$ cat config.mk
export PLATFORM = sky130hd
export DESIGN_NAME = decode_stage_hz
export DESIGN_NICKNAME = d
export VERILOG_FILES = /design/src/rtl/decode_stage_hz_pkg.sv /design/src/rtl/decode_stage_hz_reg_file_bp.sv /design/src/rtl/decode_stage_hz.sv
export SDC_FILE = /design/constraint.sdc
export NUM_CORES = 2
export LEC_CHECK = 0
export CAP_MARGIN = 15
export CORE_MARGIN = 2
export CORE_UTILIZATION = 40
export CTS_CLUSTER_SIZE = 14
export DETAILED_ROUTE_END_ITERATION = 10
export PLACE_DENSITY_LB_ADDON = 0.25
export SLEW_MARGIN = 15
export SYNTH_ARGS = -nofsm -noshare
export SYNTH_HDL_FRONTEND = slang
export SYNTH_SLANG_ARGS = --single-unit
$ cat constraint.sdc
create_clock -name clk -period 5.2 [get_ports clk]
set_input_delay 0.52 -clock clk [delete_from_list [all_inputs] [get_ports clk]]
set_output_delay 0.52 -clock clk [all_outputs]
set_load 0.05 [all_outputs]
$ cat src/rtl/decode_stage_hz_pkg.sv
// Shared decode constants for decode_stage_hz: opcodes, ALU/result/immediate
// selector encodings, the control bundle and immediate extraction.
package decode_stage_hz_pkg;

   localparam int unsigned WORD_SIZE = 32;

   typedef enum logic [6:0] {
      OP_R    = 7'b0110011,
      OP_IALU = 7'b0010011,
      OP_LW   = 7'b0000011,
      OP_SW   = 7'b0100011,
      OP_BEQ  = 7'b1100011,
      OP_JAL  = 7'b1101111
   } opcode_e;

   typedef enum logic [2:0] {
      ALU_ADD = 3'b000,
      ALU_SUB = 3'b001,
      ALU_AND = 3'b010,
      ALU_OR  = 3'b011,
      ALU_SLT = 3'b101
   } alu_ctrl_e;

   typedef enum logic [1:0] {
      RES_ALU = 2'b00,
      RES_MEM = 2'b01,
      RES_PC4 = 2'b10
   } result_src_e;

   typedef enum logic [2:0] {
      IMM_NONE = 3'd0,
      IMM_I    = 3'd1,
      IMM_S    = 3'd2,
      IMM_B    = 3'd3,
      IMM_J    = 3'd4
   } imm_src_e;

   typedef struct packed {
      logic        regWrite;
      logic        memWrite;
      logic        jump;
      logic        branch;
      logic        aluSrc;
      result_src_e resultSrc;
      alu_ctrl_e   aluControl;
   } ctrl_t;

   function automatic logic [31:0] immExt32(input logic [31:0] instr, input imm_src_e src);
      case (src)
         IMM_I:   return {{20{instr[31]}}, instr[31:20]};
         IMM_S:   return {{20{instr[31]}}, instr[31:25], instr[11:7]};
         IMM_B:   return {{19{instr[31]}}, instr[31], instr[7], instr[30:25], instr[11:8], 1'b0};
         IMM_J:   return {{11{instr[31]}}, instr[31], instr[19:12], instr[20], instr[30:21], 1'b0};
         default: return '0;
      endcase
   endfunction

endpackage

$ cat src/rtl/decode_stage_hz_reg_file_bp.sv
// Register file with two read ports and one write port; x0 reads zero.
// BYPASS_WB selects posedge write with same-cycle forwarding, or negedge write.
module reg_file_bp
   import decode_stage_hz_pkg::*;
#(
   parameter int unsigned NREGS     = 32,
   parameter int unsigned XLEN      = WORD_SIZE,
   parameter bit          BYPASS_WB = 1'b1
) (
   input  logic            clk,
   input  logic            rst,
   input  logic [4:0]      a1,
   input  logic [4:0]      a2,
   output logic [XLEN-1:0] rd1,
   output logic [XLEN-1:0] rd2,
   input  logic            we,
   input  logic [4:0]      wa,
   input  logic [XLEN-1:0] wd
);
   localparam int unsigned AW = $clog2(NREGS);

   logic [XLEN-1:0] regs [NREGS];
   logic            wrEn;

   assign wrEn = we && (wa != '0) && (32'(wa) < NREGS);

   if (BYPASS_WB) begin : gPosWrite
      always_ff @(posedge clk or negedge rst) begin
         if (!rst) begin
            for (int unsigned i = 0; i < NREGS; i++) regs[i] <= '0;
         end else if (wrEn) begin
            regs[wa[AW-1:0]] <= wd;
         end
      end
   end else begin : gNegWrite
      // Half-cycle-early write makes the value visible at the next posedge without a mux
      always_ff @(negedge clk or negedge rst) begin
         if (!rst) begin
            for (int unsigned i = 0; i < NREGS; i++) regs[i] <= '0;
         end else if (wrEn) begin
            regs[wa[AW-1:0]] <= wd;
         end
      end
   end

   always_comb begin
      rd1 = '0;
      rd2 = '0;
      if (a1 != '0 && 32'(a1) < NREGS) begin
         rd1 = regs[a1[AW-1:0]];
         if (BYPASS_WB && we && wa == a1) rd1 = wd;
      end
      if (a2 != '0 && 32'(a2) < NREGS) begin
         rd2 = regs[a2[AW-1:0]];
         if (BYPASS_WB && we && wa == a2) rd2 = wd;
      end
   end

endmodule

$ cat src/rtl/decode_stage_hz.sv
// RV32I decode stage: decoder, register file, load-use hazard detection and
// the ID/EX register with flush/stall/bubble/illegal handling.
module decode_stage_hz
   import decode_stage_hz_pkg::*;
#(
   parameter int unsigned XLEN      = WORD_SIZE,
   parameter int unsigned NREGS     = 32,
   parameter bit          BYPASS_WB = 1'b1
) (
   input  logic            clk,
   input  logic            rst,
   input  logic [31:0]     InstrD,
   input  logic [XLEN-1:0] PCD,
   input  logic [XLEN-1:0] PCPlus4D,
   input  logic            StallE,
   input  logic            FlushE,
   input  logic            RegWriteW,
   input  logic [4:0]      RdW,
   input  logic [XLEN-1:0] ResultW,
   output logic            StallD,
   output logic [XLEN-1:0] RD1E,
   output logic [XLEN-1:0] RD2E,
   output logic [XLEN-1:0] PCE,
   output logic [XLEN-1:0] PCPlus4E,
   output logic [4:0]      Rs1E,
   output logic [4:0]      Rs2E,
   output logic [4:0]      RdE,
   output logic [XLEN-1:0] ImmExtE,
   output logic            RegWriteE,
   output logic            MemWriteE,
   output logic            JumpE,
   output logic            BranchE,
   output logic            ALUSrcE,
   output logic [1:0]      ResultSrcE,
   output logic [2:0]      ALUControlE,
   output logic            IllegalE
);
   logic [6:0]      opcode, funct7;
   logic [2:0]      funct3;
   logic [4:0]      rs1D, rs2D, rdD;
   ctrl_t           ctrlD, ctrlE;
   imm_src_e        immSrcD;
   logic            useRs1, useRs2, useRd, legalD;
   logic [XLEN-1:0] rf1, rf2, immD;
   logic            loadUse, kill;

   assign opcode = InstrD[6:0];
   assign rdD    = InstrD[11:7];
   assign funct3 = InstrD[14:12];
   assign rs1D   = InstrD[19:15];
   assign rs2D   = InstrD[24:20];
   assign funct7 = InstrD[31:25];

   reg_file_bp #(.NREGS(NREGS), .XLEN(XLEN), .BYPASS_WB(BYPASS_WB)) rf (
      .clk(clk), .rst(rst), .a1(rs1D), .a2(rs2D), .rd1(rf1), .rd2(rf2),
      .we(RegWriteW), .wa(RdW), .wd(ResultW)
   );

   always_comb begin
      ctrlD   = '0;
      immSrcD = IMM_NONE;
      useRs1  = 1'b0;
      useRs2  = 1'b0;
      useRd   = 1'b0;
      legalD  = 1'b1;
      case (opcode)
         OP_R: begin
            {useRs1, useRs2, useRd, ctrlD.regWrite} = '1;
            case ({funct7, funct3})
               {7'b0000000, 3'b000}: ctrlD.aluControl = ALU_ADD;
               {7'b0100000, 3'b000}: ctrlD.aluControl = ALU_SUB;
               {7'b0000000, 3'b111}: ctrlD.aluControl = ALU_AND;
               {7'b0000000, 3'b110}: ctrlD.aluControl = ALU_OR;
               {7'b0000000, 3'b010}: ctrlD.aluControl = ALU_SLT;
               default:              legalD = 1'b0;
            endcase
         end
         OP_IALU: begin
            {useRs1, useRd, ctrlD.regWrite, ctrlD.aluSrc} = '1;
            immSrcD = IMM_I;
            case (funct3)
               3'b000:  ctrlD.aluControl = ALU_ADD;
               3'b010:  ctrlD.aluControl = ALU_SLT;
               3'b110:  ctrlD.aluControl = ALU_OR;
               3'b111:  ctrlD.aluControl = ALU_AND;
               default: legalD = 1'b0;
            endcase
         end
         OP_LW: begin
            {useRs1, useRd, ctrlD.regWrite, ctrlD.aluSrc} = '1;
            ctrlD.resultSrc = RES_MEM;
            immSrcD = IMM_I;
            legalD  = (funct3 == 3'b010);
         end
         OP_SW: begin
            {useRs1, useRs2, ctrlD.memWrite, ctrlD.aluSrc} = '1;
            immSrcD = IMM_S;
            legalD  = (funct3 == 3'b010);
         end
         OP_BEQ: begin
            {useRs1, useRs2, ctrlD.branch} = '1;
            ctrlD.aluControl = ALU_SUB;
            immSrcD = IMM_B;
            legalD  = (funct3 == 3'b000);
         end
         OP_JAL: begin
            {useRd, ctrlD.jump, ctrlD.regWrite} = '1;
            ctrlD.resultSrc = RES_PC4;
            immSrcD = IMM_J;
         end
         default: legalD = 1'b0;
      endcase
      if (NREGS < 32 && ((useRs1 && rs1D[4]) || (useRs2 && rs2D[4]) || (useRd && rdD[4])))
         legalD = 1'b0;
   end

   assign immD = XLEN'($signed(immExt32(InstrD, immSrcD)));

   // Only register fields the format actually reads can create a load-use hazard
   assign loadUse = (ctrlE.resultSrc == RES_MEM) && (RdE != '0) && legalD &&
                    ((useRs1 && RdE == rs1D) || (useRs2 && RdE == rs2D));
   assign StallD  = loadUse && !FlushE;
   assign kill    = FlushE || loadUse;

   always_ff @(posedge clk or negedge rst) begin
      if (!rst) begin
         ctrlE    <= '0;
         RD1E     <= '0;
         RD2E     <= '0;
         PCE      <= '0;
         PCPlus4E <= '0;
         Rs1E     <= '0;
         Rs2E     <= '0;
         RdE      <= '0;
         ImmExtE  <= '0;
         IllegalE <= 1'b0;
      end else if (FlushE || !StallE) begin
         // Flush overrides the hold; a load-use hit only bubbles when E may advance
         ctrlE    <= (kill || !legalD)           ? '0 : ctrlD;
         RD1E     <= (kill || !legalD || !useRs1) ? '0 : rf1;
         RD2E     <= (kill || !legalD || !useRs2) ? '0 : rf2;
         PCE      <= (kill || !legalD)           ? '0 : PCD;
         PCPlus4E <= (kill || !legalD)           ? '0 : PCPlus4D;
         Rs1E     <= (kill || !legalD || !useRs1) ? '0 : rs1D;
         Rs2E     <= (kill || !legalD || !useRs2) ? '0 : rs2D;
         RdE      <= (kill || !legalD || !useRd)  ? '0 : rdD;
         ImmExtE  <= (kill || !legalD)           ? '0 : immD;
         IllegalE <= !kill && !legalD;
      end
   end

   assign RegWriteE   = ctrlE.regWrite;
   assign MemWriteE   = ctrlE.memWrite;
   assign JumpE       = ctrlE.jump;
   assign BranchE     = ctrlE.branch;
   assign ALUSrcE     = ctrlE.aluSrc;
   assign ResultSrcE  = ctrlE.resultSrc;
   assign ALUControlE = ctrlE.aluControl;

endmodule
==> qor.yml <==
worst_setup_path:
  rr_worst_depth: 7
  cp-start-kind: "flip-flop"
  crit_type: "reg -> reg"
  end_kind: "flip-flop"
  crit_required_ns: 5.88
  timing.rr.end: "RD1E[24]"
  cp.arrival_ns: 4.22
  crit_fanout: 17
  reg2reg_from: "RdE[1]"
  r2r_slack_ns: 1.65
cts:
  cts_inserted_buffers: 134
  cts-root-buf: "clkbuf_16"
  cts.sinks: 1199
  cts_tree: "yes"
  clk_path_buf_depth: 3
  path_clk_slew_ns: 0.06
  htree_levels: 4
  clk-insertion-delay-late_ns: 0.78
timing:
  finClkSkew_ns: 0.0209
  finalHoldViolCount: 0
  maxSlewViolCount: 0
  worst_pin_slew_ns: 1.20
  setup_viol: 0
  rsz0062_at_grt: "no"
  min_period_ns: 3.55
  setup_tns_ns: 0
  relSlewSlack_pct: 19.6
  fmax_mhz: 282
  fin_crit_sh_pct: 68.2
yosys:
  async_flop_share_pct: 100
  dominantRegCellSynth: "dfrtp_1"
  yosys.area.top_type: "dfrtp_1"
  syn_avg_cell_area_um2: 13.9
  yosysTopAreaCellShare_pct: 49.1
  synth_area_um2: 61100
  syn_inst: 4407
  synth.distinct_cells: 55
  synth-edff-count: 0
  synthTopCellsByArea: "dfrtp_1 (49%), mux2_2 (18%), mux4_2 (17%), a22oi_1 (2.5%), mux2i_1 (2.1%)"
  yosysSeqAreaShare_pct: 49.1
  yosys_warnings: 0
  syn-num-nets: 4545
  ys_seq_elements: 1199
status:
  status: "finished clean"
worst_hold_path:
  min-delay-start: "InstrD[20]"
  holdPathEnd: "Rs2E[0]"
  min_path_cells: 3
  hp-class: "in -> reg"
die:
  die_w_um: 395
  ios: 325
  dieArea_um2: 156000
  die_h_um: 395
  start_util_pct: 40.2
  row_count: 143
  core_area_um2: 152000
route:
  ant_nets: 0
  post_drt_via_cell_ratio: 6.31
  drt_iter0_drc: 4135
  drt_wl_total_um: 211000
  drc: 0
  firstDrtPassIters: 5
  num_vias: 41800
  wire_per_inst_um: 31.8
pwr:
  powerDensity_nw_per_um2: 369
  worst_ir_drop_vdd_uv: 270
  p_leak_uw: 0.0299
  finalPower_uw: 26100
place:
  io_buffers: 324
  hpwlAfterDp_um: 119000
  gp_congestion: 0.808
cells_and_area:
  final_common_cell: "dfrtp_1"
  fin_nets: 4634
  num_antenna_cells: 0
  layout_common_cells: "dfrtp_1 (1199), mux2_2 (993), mux4_2 (449), clkdlybuf4s50_1 (304), nand2_1 (281)"
  drive_gt1_share_pct: 40.3
  n_fill_cell: 13300
  synthToLayoutAreaGrowth_pct: 15.8
global_routing:
  grt_max_degree: 129
  overflow: 0
  grt_pass1_vias: 42400
  grt_pass1_wl_um: 309000
  globalRouteTotalUtil_pct: 27.0
  grt_antenna_before_repair: 9
flow_run:
  maxCapViolations: 0
## kinds of logic after synthesis
family	count (synthesis)	synth area share [%]
AND/OR/NAND/NOR	527	3.85
AO/OA/AOI/OAI	592	6.49
flip-flops	1199	49.1
buffers and inverters	500	3.38
XOR/XNOR	20	0.287
multiplexers	1569	36.9
## worst max-delay path by stage
stage          endpoint  cells after the start        from
6_report       RD1E[24]                      7      RdE[1]
5_1_grt        RD1E[21]                      7      RdE[1]
4_1_cts          StallD                      7   InstrD[1]
3_5_place_dp   RD1E[21]                      7  InstrD[16]
3_3_place_gp   RD1E[30]                      7  InstrD[16]
2_1_floorplan    StallD                      5  InstrD[25]
## metal layers
metal  global-route usage [%]  routed length [µm]  vias up
met2                     41.6               97400     1968
met5                        0                  69        -
li1                         -                   -    16900
met3                     6.58               17900      400
met4                     8.96                7060       10
met1                     37.5               88500    22600
## state kept, by name (all words and copies together), names as in the netlist, 5 cells and up
signal	count
Rs1E	5
RD2E	32
ImmExtE	21
PCPlus4E	32
RD1E	32
RdE	5
PCE	32
rf.regs	1024
Rs2E	5
## cells in the mapped netlist (9+ instances only)
master       n
mux2i_1    127
o21ai_1     22
o211ai_1    32
o221ai_1    17
a22oi_1    204
o22ai_1     30
buf_4       26
nor2_1      58
buf_1       72
mux4_2     449
nand3_1     91
dfrtp_1   1199
a22o_1      14
o31ai_1     29
nor2b_1      9
buf_2       67
mux2_2     993
nand2_1    297
nor4_1      17
xor2_1      12
clkbuf_1   330
a21oi_1     88
o21ai_0     99
nand3b_1    10
a211oi_1    40
## through the flow
step / util, % / instance area [µm²] / hold slack [ns] / std cells / setup slack (ns)
2_1_floorplan: - / 61100 / 0.224 / 4407 / 2.27
3_3_place_gp: 43.8 / 66500 / 0.379 / 6389 / 1.10
3_5_place_dp: 43.8 / 66500 / 0.383 / 6389 / 1.06
4_1_cts: 46.6 / 70800 / 0.240 / 6626 / 1.75
5_1_grt: 46.6 / 70800 / 0.300 / 6626 / 1.58
6_report: 46.6 / 70800 / 0.274 / 6626 / 1.65
## area by class of cell
class	instances	area, µm²	area share [%]
clock buffers	199	4000	5.65
flip-flops and latches	1199	30000	42.4
well taps	2030	2540	3.59
inverters	4	15.0	0.0212
multi-input cells	2708	29400	41.5
clock inverters	37	327	0.461
repair buffers	449	4500	6.36
## report_power, final
part           total (µW)  switching [µW]  internal, µW
Combinational        4670            1910          2760
Clock                9460            3990          5470
Sequential          12000            1120         10900
Total               26100            7020         19100
## critical path: stages, from the launching register on
cell,delay (ns)
dfrtp_1,0.47
or4_1,0.54
nor2_1,0.11
nor4bb_1,0.06
o21ai_1,0.40
nand3_2,1.06
buf_4,0.61
a21oi_1,0.18
## repair_timing
action | CTS | global route
resized for setup | 0 | 0
endpoints found under the setup margin | 0 | 0
endpoints found under the hold margin | 108 | 0
hold buffers | 1 | 0
setup buffers | 0 | 0
Note: power is estimated with default switching activity, not from simulation.
